==> config.mk <==
export PLATFORM = sky130hd
export DESIGN_NAME = aib_bsr_red_chain_flat
export DESIGN_NICKNAME = d
export VERILOG_FILES = /design/src/rtl/aib_bsr_red_chain_pkg.sv /design/src/rtl/aib_bsr_red_chain_if.sv /design/src/rtl/aib_bsr_red_chain_cell.sv /design/src/rtl/aib_bsr_red_chain.sv /design/src/flat_wrapper.sv
export SDC_FILE = /design/constraint.sdc
export NUM_CORES = 1
export LEC_CHECK = 0
export ABC_AREA = 0
export CAP_MARGIN = 15
export CORE_UTILIZATION = 47
export DETAILED_ROUTE_END_ITERATION = 10
export HOLD_SLACK_MARGIN = 0.1
export PLACE_DENSITY = 0.77
export SYNTH_ARGS = -nofsm -noshare
export SYNTH_HDL_FRONTEND = slang
export SYNTH_SLANG_ARGS = --single-unit
==> constraint.sdc <==
create_clock -name jtag_clkdr_in -period 2.06 [get_ports jtag_clkdr_in]
set_input_delay 0.206 -clock jtag_clkdr_in [delete_from_list [all_inputs] [get_ports jtag_clkdr_in]]
set_output_delay 0.206 -clock jtag_clkdr_in [all_outputs]
set_load 0.01 [all_outputs]
==> src/rtl/aib_bsr_red_chain_pkg.sv <==
// Shared definitions for the AIB boundary-scan / redundancy column:
// per-pad cell offsets in the scan chain, repair FSM states and the
// quiet-counter width helper.
package aib_bsr_red_pkg;

  // Position of each cell inside one pad's 4-bit slice (bit 0 is nearest scan-out)
  localparam int CELL_TXEN    = 0;
  localparam int CELL_D0      = 1;
  localparam int CELL_D1      = 2;
  localparam int CELL_RX      = 3;
  localparam int CELLS_PER_CH = 4;

  typedef enum logic [1:0] {
    ST_IDLE   = 2'd0,
    ST_DRAIN  = 2'd1,
    ST_SWITCH = 2'd2,
    ST_SETTLE = 2'd3
  } red_state_t;

  // The quiet counter runs 0..quiet_cyc-1; never narrower than one bit
  function automatic int quiet_cnt_w(input int quiet_cyc);
    return (quiet_cyc <= 2) ? 1 : $clog2(quiet_cyc);
  endfunction

endpackage

==> src/rtl/aib_bsr_red_chain_if.sv <==
// Redundancy configuration and pad/adapter data bundle for one AIB column.
//
// Handshake: red_cfg_load is a single-cycle request that the block samples
// only while red_cfg_busy is low. An accepted request raises red_cfg_busy on
// the following edge; red_cfg_busy falling means the new steering is applied
// and the pads are released. Requests made while busy are dropped, not queued.
interface aib_bsr_red_chain_if #(
  parameter int NUM_CH = 16,
  parameter int RIDX_W = $clog2(NUM_CH)
) ();

  logic                    red_cfg_load;
  logic [RIDX_W-1:0]       red_cfg_idx;
  logic                    red_cfg_busy;
  logic [NUM_CH-1:0]       shift_en;
  logic [3*(NUM_CH-1)-1:0] adap_tx;
  logic [3*NUM_CH-1:0]     aib_tx;
  logic [NUM_CH-1:0]       aib_rx;
  logic [NUM_CH-2:0]       adap_rx;

  // Firmware / adapter / pad environment side
  modport master (
    output red_cfg_load, red_cfg_idx, adap_tx, aib_rx,
    input  red_cfg_busy, shift_en, aib_tx, adap_rx
  );

  // Repair and boundary-scan block side
  modport slave (
    input  red_cfg_load, red_cfg_idx, adap_tx, aib_rx,
    output red_cfg_busy, shift_en, aib_tx, adap_rx
  );

endinterface

==> src/rtl/aib_bsr_red_chain_cell.sv <==
// One pad's boundary-scan slice: four shift cells (txen, d0, d1, rx), their
// update latches and the functional/JTAG mux for the pad TX fields.
module aib_bsr_red_cell
  import aib_bsr_red_pkg::*;
(
  input  logic       clk,
  input  logic       rst,
  input  logic       capture,
  input  logic       shift,
  input  logic       update,
  input  logic       mode,
  input  logic       scan_in,
  input  logic [2:0] func_tx,   // {txen, d1, d0} after steering and quiet force
  input  logic       pad_rx,
  output logic       scan_out,
  output logic [2:0] pad_tx,    // {txen, d1, d0} driven to the pad
  output logic       upd_rx
);

  logic [CELLS_PER_CH-1:0] sr_q;
  logic [CELLS_PER_CH-1:0] upd_q;

  // Shift slice: capture outranks shift; shifting moves toward cell 0
  always_ff @(posedge clk) begin
    if (rst) begin
      sr_q <= '0;
    end else if (capture) begin
      sr_q[CELL_TXEN] <= func_tx[2];
      sr_q[CELL_D0]   <= func_tx[0];
      sr_q[CELL_D1]   <= func_tx[1];
      sr_q[CELL_RX]   <= pad_rx;
    end else if (shift) begin
      sr_q <= {scan_in, sr_q[CELLS_PER_CH-1:1]};
    end
  end

  // Update slice copies the pre-edge shift contents, independent of capture/shift
  always_ff @(posedge clk) begin
    if (rst) begin
      upd_q <= '0;
    end else if (update) begin
      upd_q <= sr_q;
    end
  end

  assign scan_out = sr_q[CELL_TXEN];
  assign upd_rx   = upd_q[CELL_RX];
  assign pad_tx   = mode ? {upd_q[CELL_TXEN], upd_q[CELL_D1], upd_q[CELL_D0]}
                         : func_tx;

endmodule

==> src/rtl/aib_bsr_red_chain.sv <==
// Column of NUM_CH AIB pads (last one spare): lane-to-pad steering around a
// repaired pad, glitch-free repair sequencing (drain / switch / settle) and
// the pad-major boundary-scan chain.
// Optional build macro: AIB_BSR_INTEST_EN adds jtag_intest, which lets the
// update register's rx cells drive adap_rx while in JTAG mode.
module aib_bsr_red_chain
  import aib_bsr_red_pkg::*;
#(
  parameter int NUM_CH    = 16,
  parameter int QUIET_CYC = 4,
  parameter int RIDX_W    = $clog2(NUM_CH)
) (
  input  logic              jtag_clkdr_in,
  input  logic              jtag_rst,
  input  logic              jtag_capture,
  input  logic              jtag_tx_scanen_in,
  input  logic              jtag_update,
  input  logic              jtag_tx_scan_in,
  output logic              jtag_rx_scan_out,
  input  logic              jtag_mode_in,
`ifdef AIB_BSR_INTEST_EN
  input  logic              jtag_intest,
`endif
  aib_bsr_red_chain_if.slave bus,
  output red_state_t        dbg_state,
  output logic [RIDX_W-1:0] dbg_ridx
);

  localparam int                CNT_W     = quiet_cnt_w(QUIET_CYC);
  localparam logic [CNT_W-1:0]  CNT_LAST  = CNT_W'(QUIET_CYC - 1);
  localparam logic [RIDX_W-1:0] NO_REPAIR = RIDX_W'(NUM_CH - 1);

  red_state_t          state_q;
  logic                busy_q;
  logic [CNT_W-1:0]    cnt_q;
  logic [RIDX_W-1:0]   ridx_q;
  logic [RIDX_W-1:0]   pend_idx_q;
  logic [RIDX_W-1:0]   load_idx;

  logic [3*NUM_CH-1:0] func_tx;
  logic [3*NUM_CH-1:0] pad_tx;
  logic [NUM_CH-1:0]   shift_en_c;
  logic [NUM_CH-2:0]   adap_rx_c;
  logic [NUM_CH-1:0]   upd_rx;
  logic [NUM_CH-1:0]   rx_src;
  logic [NUM_CH-1:0]   so_vec;
  logic [NUM_CH-1:0]   si_vec;
  logic                intest_sel;

  // Out-of-range indices mean "no repair" (the spare pad)
  assign load_idx = (32'(bus.red_cfg_idx) > NUM_CH - 1) ? NO_REPAIR : bus.red_cfg_idx;

  // Repair sequencer: pads are held quiet around the one-cycle steering switch
  always_ff @(posedge jtag_clkdr_in) begin
    if (jtag_rst) begin
      state_q    <= ST_IDLE;
      busy_q     <= 1'b0;
      cnt_q      <= '0;
      ridx_q     <= '0;
      pend_idx_q <= '0;
    end else begin
      case (state_q)
        ST_IDLE: begin
          if (bus.red_cfg_load) begin
            pend_idx_q <= load_idx;
            cnt_q      <= '0;
            busy_q     <= 1'b1;
            state_q    <= ST_DRAIN;
          end
        end
        ST_DRAIN: begin
          if (cnt_q == CNT_LAST) begin
            cnt_q   <= '0;
            state_q <= ST_SWITCH;
          end else begin
            cnt_q <= cnt_q + CNT_W'(1);
          end
        end
        ST_SWITCH: begin
          ridx_q  <= pend_idx_q;
          state_q <= ST_SETTLE;
        end
        ST_SETTLE: begin
          if (cnt_q == CNT_LAST) begin
            cnt_q   <= '0;
            busy_q  <= 1'b0;
            state_q <= ST_IDLE;
          end else begin
            cnt_q <= cnt_q + CNT_W'(1);
          end
        end
        default: begin
          busy_q  <= 1'b0;
          state_q <= ST_IDLE;
        end
      endcase
    end
  end

  // Steering: lanes below ridx go straight, the rest skip the repaired pad.
  // txen stays low for the whole busy window, SWITCH included, so the pads
  // never see the old and new steering with drivers enabled.
  always_comb begin
    func_tx = '0;
    for (int i = 0; i < NUM_CH - 1; i++) begin
      if (i < int'(ridx_q)) func_tx[3*i +: 3] = bus.adap_tx[3*i +: 3];
      else                  func_tx[3*(i+1) +: 3] = bus.adap_tx[3*i +: 3];
    end
    if (busy_q) begin
      for (int p = 0; p < NUM_CH; p++) func_tx[3*p+2] = 1'b0;
    end
  end

`ifdef AIB_BSR_INTEST_EN
  assign intest_sel = jtag_intest & jtag_mode_in;
`else
  assign intest_sel = 1'b0;
`endif

  assign rx_src = intest_sel ? upd_rx : bus.aib_rx;

  // Receive steering and per-pad shift selects follow the applied ridx
  always_comb begin
    shift_en_c = '0;
    adap_rx_c  = '0;
    for (int p = 0; p < NUM_CH; p++) shift_en_c[p] = (p > int'(ridx_q));
    for (int i = 0; i < NUM_CH - 1; i++) begin
      adap_rx_c[i] = (i < int'(ridx_q)) ? rx_src[i] : rx_src[i+1];
    end
  end

  // Chain is pad-major: pad NUM_CH-1 is fed from scan-in, pad 0 drives scan-out
  assign si_vec = {jtag_tx_scan_in, so_vec[NUM_CH-1:1]};

  for (genvar p = 0; p < NUM_CH; p++) begin : g_cell
    aib_bsr_red_cell u_cell (
      .clk      (jtag_clkdr_in),
      .rst      (jtag_rst),
      .capture  (jtag_capture),
      .shift    (jtag_tx_scanen_in),
      .update   (jtag_update),
      .mode     (jtag_mode_in),
      .scan_in  (si_vec[p]),
      .func_tx  (func_tx[3*p +: 3]),
      .pad_rx   (bus.aib_rx[p]),
      .scan_out (so_vec[p]),
      .pad_tx   (pad_tx[3*p +: 3]),
      .upd_rx   (upd_rx[p])
    );
  end

  assign jtag_rx_scan_out = so_vec[0];
  assign bus.aib_tx       = pad_tx;
  assign bus.adap_rx      = adap_rx_c;
  assign bus.shift_en     = shift_en_c;
  assign bus.red_cfg_busy = busy_q;
  assign dbg_state        = state_q;
  assign dbg_ridx         = ridx_q;

endmodule

==> src/flat_wrapper.sv <==
// flat-port wrapper written by rule: the top's interface ports become plain ports
module aib_bsr_red_chain_flat import aib_bsr_red_pkg::*;
#(
  parameter int NUM_CH    = 16,
  parameter int QUIET_CYC = 4,
  parameter int RIDX_W    = $clog2(NUM_CH)
)
  (jtag_clkdr_in, jtag_rst, jtag_capture, jtag_tx_scanen_in, jtag_update, jtag_tx_scan_in, jtag_rx_scan_out, jtag_mode_in, dbg_state, dbg_ridx, bus_red_cfg_load, bus_red_cfg_idx, bus_adap_tx, bus_aib_rx, bus_red_cfg_busy, bus_shift_en, bus_aib_tx, bus_adap_rx);
  aib_bsr_red_chain_if #(.NUM_CH(NUM_CH), .RIDX_W(RIDX_W)) bus_i ();
  input  logic jtag_clkdr_in;
  input  logic jtag_rst;
  input  logic jtag_capture;
  input  logic jtag_tx_scanen_in;
  input  logic jtag_update;
  input  logic jtag_tx_scan_in;
  output logic jtag_rx_scan_out;
  input  logic jtag_mode_in;
  output red_state_t dbg_state;
  output logic [RIDX_W-1:0] dbg_ridx;
  input wire logic [$bits(bus_i.red_cfg_load)-1:0] bus_red_cfg_load;
  input wire logic [$bits(bus_i.red_cfg_idx)-1:0] bus_red_cfg_idx;
  input wire logic [$bits(bus_i.adap_tx)-1:0] bus_adap_tx;
  input wire logic [$bits(bus_i.aib_rx)-1:0] bus_aib_rx;
  output wire logic [$bits(bus_i.red_cfg_busy)-1:0] bus_red_cfg_busy;
  output wire logic [$bits(bus_i.shift_en)-1:0] bus_shift_en;
  output wire logic [$bits(bus_i.aib_tx)-1:0] bus_aib_tx;
  output wire logic [$bits(bus_i.adap_rx)-1:0] bus_adap_rx;
  assign bus_i.red_cfg_load = bus_red_cfg_load;
  assign bus_i.red_cfg_idx = bus_red_cfg_idx;
  assign bus_i.adap_tx = bus_adap_tx;
  assign bus_i.aib_rx = bus_aib_rx;
  assign bus_red_cfg_busy = bus_i.red_cfg_busy;
  assign bus_shift_en = bus_i.shift_en;
  assign bus_aib_tx = bus_i.aib_tx;
  assign bus_adap_rx = bus_i.adap_rx;
  aib_bsr_red_chain #(.NUM_CH(NUM_CH), .QUIET_CYC(QUIET_CYC), .RIDX_W(RIDX_W)) u_core (.jtag_clkdr_in(jtag_clkdr_in), .jtag_rst(jtag_rst), .jtag_capture(jtag_capture), .jtag_tx_scanen_in(jtag_tx_scanen_in), .jtag_update(jtag_update), .jtag_tx_scan_in(jtag_tx_scan_in), .jtag_rx_scan_out(jtag_rx_scan_out), .jtag_mode_in(jtag_mode_in), .bus(bus_i), .dbg_state(dbg_state), .dbg_ridx(dbg_ridx));
endmodule
* Yosys cells after proc, flatten, opt, wreduce, memory -nomap -nowiden *
Index checks and enable logic that the tools add are counted.

word-level totals
  register bits = 125
  input port bits = 73

operators by class
  reductions and logical operators = 9
  $lt $le $gt $ge = 30
  add/sub/neg operators = 1
  mux-type cells = 119
  equal/unequal tests = 7

operator list
  operator             number
  $mux 3               46
  $mux 4               32
  $mux 1               33
  $gt 4x4->1 const A   8
  $lt 4x4->1 const A   7
  $gt 3x4->1 const A   4
  $lt 3x4->1 const A   4
  $mux 2               5
  $gt 2x4->1 const A   2
  $lt 1x4->1 const A   2
  $lt 2x4->1 const A   2
  $pmux 2 s4           1
  $eq 2x2->1 const B   3
  $reduce_and 3->1     2
  $reduce_bool 2->1    3
  $gt 1x4->1 const A   1
  $ne 2x1->1 const B   2
  $pmux 2 s2           1
  $reduce_and 2->1     2
  $add 2x1->2 const B  1
  $eq 2x1->1 const B   1
  $logic_not 2->1      1
  $ne 2x2->1 const B   1
  $pmux 1 s2           1
  $reduce_or 2->1      1

* Longest topological paths before layout *
Gate-level depths: netlist (run 1).

  word-level depth = 5
  gate-level depth with buffers = 6
  gate-level depth less buffers = 5

* Modules after synthesis *
From an unflattened synthesis (run 1), not the netlist that was laid out.

second synthesis, totals
  cells, all modules = 770
  area total of the unflattened synthesis = 7,415.9 um2

by module, submodules not included
  module             cells each  area an instance (um2)  instances
  aib_bsr_red_cell   35          367.9                   16
  aib_bsr_red_chain  210         1,530.2                 1

* Least setup slack after synthesis (run 1) *
OpenSTA, ideal clock, no wires.

  path type = register -> output
  start = reg u_core.ridx_q[1] (netlist: u_core.dbg_ridx[1])
  end = out bus_aib_tx[3]
  buffers on the path = 1
  arrival time = 1,505 ps
  cell stages (with the launch flop) = 5
  setup slack = 349 ps
  data required time = 1,854 ps
  cells stage by stage = dfxtp_1 > buf_4 > nor3_4 > mux2_2 > mux2_2

on the way
  cells in the longest elaborated chain, start to end = 4

ends and longest elaborated chain
  element                 RTL line                      text
  from (decl)             aib_bsr_red_chain.sv:36       logic [RIDX_W-1:0] ridx_q;
  from (signal assigned)  aib_bsr_red_chain.sv:80       ridx_q <= pend_idx_q;
  $lt 1x4->1              aib_bsr_red_chain.sv:106      if (i < int'(ridx_q)) func_tx[3*i +: 3] = bus.adap_tx[3*i +: 3];
  $mux 3                  aib_bsr_red_chain.sv:106
  $mux 3 (*)              aib_bsr_red_chain.sv:106
  $mux 3 (*)              aib_bsr_red_chain_cell.sv:48  assign pad_tx = mode ? {upd_q[CELL_TXEN], upd_q[CELL_D1], upd_q[CELL_D0]}
  to (decl)               flat_wrapper.sv:26            output wire logic [$bits(bus_i.aib_tx)-1:0] bus_aib_tx;

Mark *: on every way between the ends. The rest lies on a longest branch, timed or not.

* Worst setup path in the final report (run 1) *
  start = reg u_core.ridx_q[3] (netlist: u_core.dbg_ridx[3])
  end = out bus_aib_tx[4]

Same word-level chain as after synthesis.

==> results of run 1 <==
-- flip-flops by register name, indices dropped and copies added, names as in the netlist --
name	flops
u_core.pend_idx_q	4
u_core.g_cell.u_cell.sr_q	64
u_core.dbg_ridx	4
u_core.dbg_state	2
u_core.cnt_q	2
u_core.g_cell.u_cell.upd_q	48
u_core.bus.red_cfg_busy	1
-- repair_timing --
item | 4_1_cts | 5_1_grt
setup endpoints to repair | 74 | 51
pin swaps | 29 | 19
buffers inserted | 20 | 15
resized for setup | 239 | 122
-- cell families after synthesis --
family	synth area share [%]
buf+inv	6.13
flops	38.6
compound gates	22.0
mux	16.2
fa+ha+maj	1.16
other cells	0.0579
simple gates	15.8
-- cell type report --
type / count / area share (%)
Inverter: 16 / 0.671
Clock inverter: 14 / 2.23
Tap cell: 176 / 2.27
Multi-Input combinational cell: 544 / 41.3
Clock buffer: 18 / 4.53
Sequential cell: 125 / 25.9
Timing Repair Buffer: 254 / 23.1
-- per-layer routing --
metal / routed length (µm) / part of all wire, % / up-vias / track usage (%)
met2: 10900 / 48 / 333 / 50.0
li1: - / - / 3130 / -
met4: 729 / 3.2 / 0 / 12.7
met5: 0 / 0 / - / 0
met3: 1430 / 6.3 / 67 / 5.22
met1: 9610 / 42 / 3292 / 38.9
-- cells in the final DEF, fill, tap and decap left out, drive strengths merged, types with 6 or more instances in the layout --
| cell type | count |
|---|---|
| buf | 136 |
| dfxtp | 125 |
| nor2 | 92 |
| mux2i | 92 |
| clkdlybuf4s50 | 77 |
| a211oi | 62 |
| nand2 | 61 |
| a21oi | 44 |
| clkbuf | 37 |
| nor2b | 34 |
| o21ai | 26 |
| inv | 17 |
| a22oi | 16 |
| dlygate4sd2 | 16 |
| nand3 | 13 |
| a31oi | 13 |
| o22ai | 11 |
| mux2 | 11 |
| a311oi | 8 |
| a221oi | 6 |
| ha | 6 |
| a2bb2oi | 6 |
-- final timing paths --
kind,from,end,slack [ps],cells past startpoint
worst min-delay path,jtag_tx_scanen_in,u_core.g_cell[3].u_cell.sr_q[0],340,3
worst max register to register,u_core.dbg_state[0],u_core.cnt_q[0],270,5
worst min register to register,u_core.pend_idx_q[3],u_core.pend_idx_q[3],460,2
worst max-delay path,u_core.dbg_ridx[3],bus_aib_tx[4],-160,6
-- worst reg2reg max path, cell delays in order, from the launching register on --
cell and delay, ps:
dfxtp_1 420, inv_1 130, ha_1 320, nor2b_1 220, or4_1 480, a21oi_1 150
-- power by group --
part	switching [µW]	internal (µW)	leakage [µW]
clock	1160	2180	0.000309
combinational	1080	1010	0.00275
sequential	154	2610	0.00103
-- per-stage QoR --
step / instance area [µm²] / total power [µW] / setup WS [ps] / instances / utilization [%]
4_1_cts: 9460 / 8020 / -154 / 1133 / 70.8
6_report: 9700 / 8200 / -164 / 1147 / 72.6
3_3_place_gp: 8480 / 4590 / -186 / 1081 / 63.5
2_1_floorplan: 6470 / 3790 / 349 / 754 / -
5_1_grt: 9700 / 8470 / -192 / 1147 / 72.6
3_5_place_dp: 8480 / 4650 / -226 / 1081 / 63.5
==> results.yml, run 1 <==
drt:
  drtIter0Drc: 652
  vias_per_cell: 5.95
  wirelength_per_cell_um: 19.7
  dr_total_vias: 6822
  firstDrtPassIters: 5
  drt.antenna.violating_nets: 0
  drcViolationCount: 0
  totalWireLength_um: 22600
sta:
  hold_viol: 0
  hold_slack_ps: 338
  layout_worst_path_cycle_share_pct: 108
  fmax_mhz: 450
  worst_slack_ps: -164
  tightestPinTransition_ps: 636
  finClkSkew_ps: 9.67
  final_max_slew_viol_count: 0
  post-route-min-period_ps: 2220
  totalNegativeSetupSlack_ps: -1280
  grt_setup_unrepaired: "yes"
  timing.max_slew.rel_slack_pct: 57.6
  timing.final.setup_violations: 18
run_status:
  violations: "setup timing"
  outcome: "finished, violations left"
worst_setup_path:
  critical_path_buf_inv_count: 3
  crit_path_start_kind: "register"
  critical_path.most_common_cell: "mux2_4"
  cell_with_the_largest_stage_delay_on_the_worst_path: "dfxtp_2"
  cp.required_ps: 1850
  cell_class_contributing_the_biggest_share_of_worst_path_delay: "multiplexers"
  critical_path.max_stage_delay_ps: 330
  cp_cell_sequence: "buf_12 > nor3_4 > buf_4 > mux2_4 > mux2_4 > buf_6"
  crit_path_end_kind: "primary output"
  worst-path-max-fanout: 10
  path_class: "reg2out"
  timing.critical_path.arrival_ps: 2020
synth:
  yosysTopAreaCell: "dfxtp_1"
  yosys-top-cells-count: "dfxtp_1 (125), mux2i_1 (92), nor2_1 (92)"
  ys_seq_area_share_pct: 38.6
  post_synth.cell_area_avg_um2: 8.59
  synth-seq-cells: 125
  synth_async_reset_ratio_pct: 0
  synth.top_cell.area_share_pct: 38.6
  synth-main-ff-cell: "dfxtp_1"
  syn-instance-count: 754
  synth.net_count: 833
  synth_area_leaders: "dfxtp_1 (39%), mux2i_1 (14%), a211oi_1 (7.2%)"
  post-synth-top-count-cell: "dfxtp_1"
  yosysWarnings: 0
  netlist_area_um2: 6470
  synth_enable_flop_cells: 0
  netlist_cell_types: 56
clocking:
  cts_tree: "built"
  cts_hold_repair.buffers: 0
  root_buffer: "clkbuf_16"
  clock_tree.htree_level_count: 4
  cts.reportedPaths.clkPinSlew_ps: 60
  numCtsBuffers: 17
  worst_skew_pair.late_latency_ps: 430
  clock_sink_count: 125
  cts_max_path_buffers: 2
die:
  die_area_um2: 14300
  die_y_um: 119
  coreArea_um2: 13300
  fp.dieW_um: 119
  core.rowCount: 42
  start_util_pct: 48.5
  i_o_pin_count: 160
power_and_ir_drop:
  leakage_uw: 0.00409
  irDropWorstVdd_mv: 0.592
  power-per-cell-area_nw_per_um2: 846
placed_design:
  port-buffer-count: 158
  gp_routability_congestion: 0.919
  post-dp-hpwl_um: 14200
cells_and_area:
  antenna_cells_inserted: 0
  layout-drive-gt1-share_pct: 29.1
  multiInputGateArea_um2: 4010
  fill_cells: 934
  finalNetCount: 1037
  area_growth_syn_to_layout_pct: 49.8
  seqCellArea_um2: 2510
worst_hold_path:
  worstHoldPathType: "in2reg"
global_routing:
  overflow: 0
  grt_pass1_vias: 6591
  grt_max_degree: 59
  grt_antenna_before_repair: 0
  gr-usage-all-layers_pct: 30.3
  grt_first_pass_wirelength_um: 33900
job:
  drv.max_cap_violation_count: 0
Note: power is estimated with default switching activity, not from simulation.
==> inputs of run 2 (changes only) <==
- CORE_UTILIZATION: 47 -> 30
- PLACE_DENSITY: 0.77 -> not set
- REMOVE_ABC_BUFFERS: not set -> 1
- clock period: 2.06 -> 2.3 ns (I/O delays scaled with it)
==> run 2 against run 1 <==
Effect of this change:
- the run still ends with setup timing left
- hold slack improved by 26 ps
- utilization fell by 28 points
- via count is 8.8% lower
==> results.yml, run 2 (synthesized netlist as in run 1, its figures left out) <==
sta:
  layout_worst_path_cycle_share_pct: 105
  post-route-min-period_ps: 2410
  hold_viol: 0
  worst_slack_ps: -110
  finClkSkew_ps: 7.50
  fmax_mhz: 415
  grt_setup_unrepaired: "yes"
  final_max_slew_viol_count: 0
  timing.final.setup_violations: 2
  timing.max_slew.rel_slack_pct: 53.5
  tightestPinTransition_ps: 697
power_and_ir_drop:
  sequentialPowerShare_pct: 37.5
  netSwitchingPower_uw: 1950
  leakage_uw: 0.00400
  share_comb_of_total_power_pct: 25.7
  internal-power_uw: 4670
  clock_power_share_pct: 36.8
  irDropWorstVdd_mv: 0.555
  swShare_pct: 29.5
  power-per-cell-area_nw_per_um2: 701
die:
  start_util_pct: 30.7
  die_y_um: 149
  fp.dieW_um: 149
  i_o_pin_count: 160
  core.rowCount: 53
  coreArea_um2: 21100
  die_area_um2: 22200
cells_and_area:
  layout_commonest_cell: "dfxtp_1"
  regMostFlops: "u_core.g_cell.u_cell.sr_q"
  finalNetCount: 1016
  post_route_utilization_pct: 44.8
  layout-drive-gt1-share_pct: 18.7
  fill_cells: 2105
  antenna_cells_inserted: 0
  area_growth_syn_to_layout_pct: 46.0
  largest_reg_flops: 64
  largest_registers: "u_core.g_cell.u_cell.sr_q x64, u_core.g_cell.u_cell.upd_q x48"
  layout_common_cells: "dfxtp_1 (121), clkdlybuf4s50_1 (94), nor2_1 (91), mux2i_1 (91), buf_4 (62)"
placed_design:
  gp_routability_congestion: 0.771
  post-dp-hpwl_um: 15200
  port-buffer-count: 158
  pre_cts_ws_ps: -179
drt:
  totalWireLength_um: 21500
  vias_per_cell: 5.09
  firstDrtPassIters: 4
  dr_total_vias: 6219
  drt.antenna.violating_nets: 0
  wirelength_per_cell_um: 17.6
  drtIter0Drc: 331
  drcViolationCount: 0
clocking:
  clock_tree.htree_level_count: 4
  worst_skew_pair.late_latency_ps: 420
  cts.reportedPaths.clkPinSlew_ps: 50
  clock_sink_count: 125
  cts_max_path_buffers: 2
  root_buffer: "clkbuf_16"
  cts_hold_repair.buffers: 0
  numCtsBuffers: 17
  cts_tree: "built"
worst_setup_path:
  worst-path-max-fanout: 12
  path_class: "reg2out"
  crit_path_start_kind: "register"
  cp.required_ps: 2070
  timing.critical_path.arrival_ps: 2180
  crit_path_end_kind: "primary output"
global_routing:
  grt_pass1_vias: 6082
  groute.layer.met2.usage_pct: 32.2
  grt_max_degree: 62
  gr-usage-all-layers_pct: 19.7
  grt_first_pass_wirelength_um: 33300
  global_route.usage.met3_pct: 4.28
  grt_antenna_before_repair: 0
  gr-max-usage-layer: "met2"
  overflow: 0
  met1_usage_pct: 25.4
worst_hold_path:
  worstHoldPathType: "in2reg"
run_status:
  outcome: "finished, violations left"
  violations: "setup timing"
job:
  drv.max_cap_violation_count: 0
[run 2: changes by cell type in the layout (fill, tap and decap cells not counted), moves of 5 or more]
cell / change
a21oi_1: +10
a21oi_2: -9
a22oi_1: +5
a22oi_2: -5
buf_2: -28
buf_4: -14
buf_6: -8
clkbuf_2: -16
clkdlybuf4s50_1: +17
dlygate4sd2_1: +26
dlymetal6s2s_1: +6
mux2_2: +5
mux2_4: -5
[run 2: final timing paths]
check | slack, ps | start | cells past startpoint | endpoint
max | -110 | u_core.dbg_ridx[0] | 5 | bus_aib_tx[25]
min | 360 | bus_red_cfg_idx[0] | 3 | u_core.pend_idx_q[0]
max reg2reg | -80 | u_core.dbg_ridx[3] | 14 | u_core.g_cell[8].u_cell.sr_q[0]
min reg2reg | 460 | u_core.pend_idx_q[3] | 2 | u_core.pend_idx_q[3]
[run 2: repair_timing]
item                       CTS  global route
cloned                       0             0
pin swaps                    6             5
gates resized for setup     96            55
setup endpoints to repair   75            26
hold endpoints to repair     0             0
buffers inserted            14             3
[run 2: layer usage]
layer | up-vias | routed length (µm)
met4 | 0 | 322
li1 | 3089 | -
met3 | 25 | 1160
met5 | - | 0
met1 | 2946 | 9950
met2 | 159 | 10100
[run 2: cell type report]
type                            instances  area (µm²)  share of cell area (%)
Multi-Input combinational cell        544        3790                    40.0
Sequential cell                       125        2510                    26.6
Timing Repair Buffer                  233        2220                    23.5
Clock buffer                           22         454                    4.80
Tap cell                              275         344                    3.64
Clock inverter                          8        70.1                   0.741
Inverter                               16        63.8                   0.675
[run 2: critical path: stages (launching register included)]
cell and delay [ps]:
dfxtp_4 380, buf_12 160, or3_4 430, a31oi_2 200, a21oi_1 90, clkdlybuf4s50_1 480
[run 2: power groups by stage]
stage               clock [µW]  sequential, µW  combinational [µW]
global placement             0            2530                1650
finish                    2440            2480                1710
CTS                       2490            2480                1660
detailed placement           0            2530                1660
global route              2580            2510                1860
floorplan                    0            2510                 757
[run 2: per-stage QoR]
stage / std cells / cell area, µm² / total power, µW / TNS [ps] / hold WS [ps]
floorplan: 685 / 6140 / 3270 / 0 / 299
global placement: 1176 / 8600 / 4170 / -1670 / 450
detailed placement: 1176 / 8600 / 4180 / -1810 / 451
CTS: 1220 / 9290 / 6630 / -935 / 356
global route: 1223 / 9460 / 6950 / -458 / 373
finish: 1223 / 9460 / 6630 / -192 / 364
==> inputs of run 3 (changes only) <==
- CAP_MARGIN: 15 -> 40
==> results of run 3 <==
The final DEF is identical to that of run 2; final timing and power are the same.
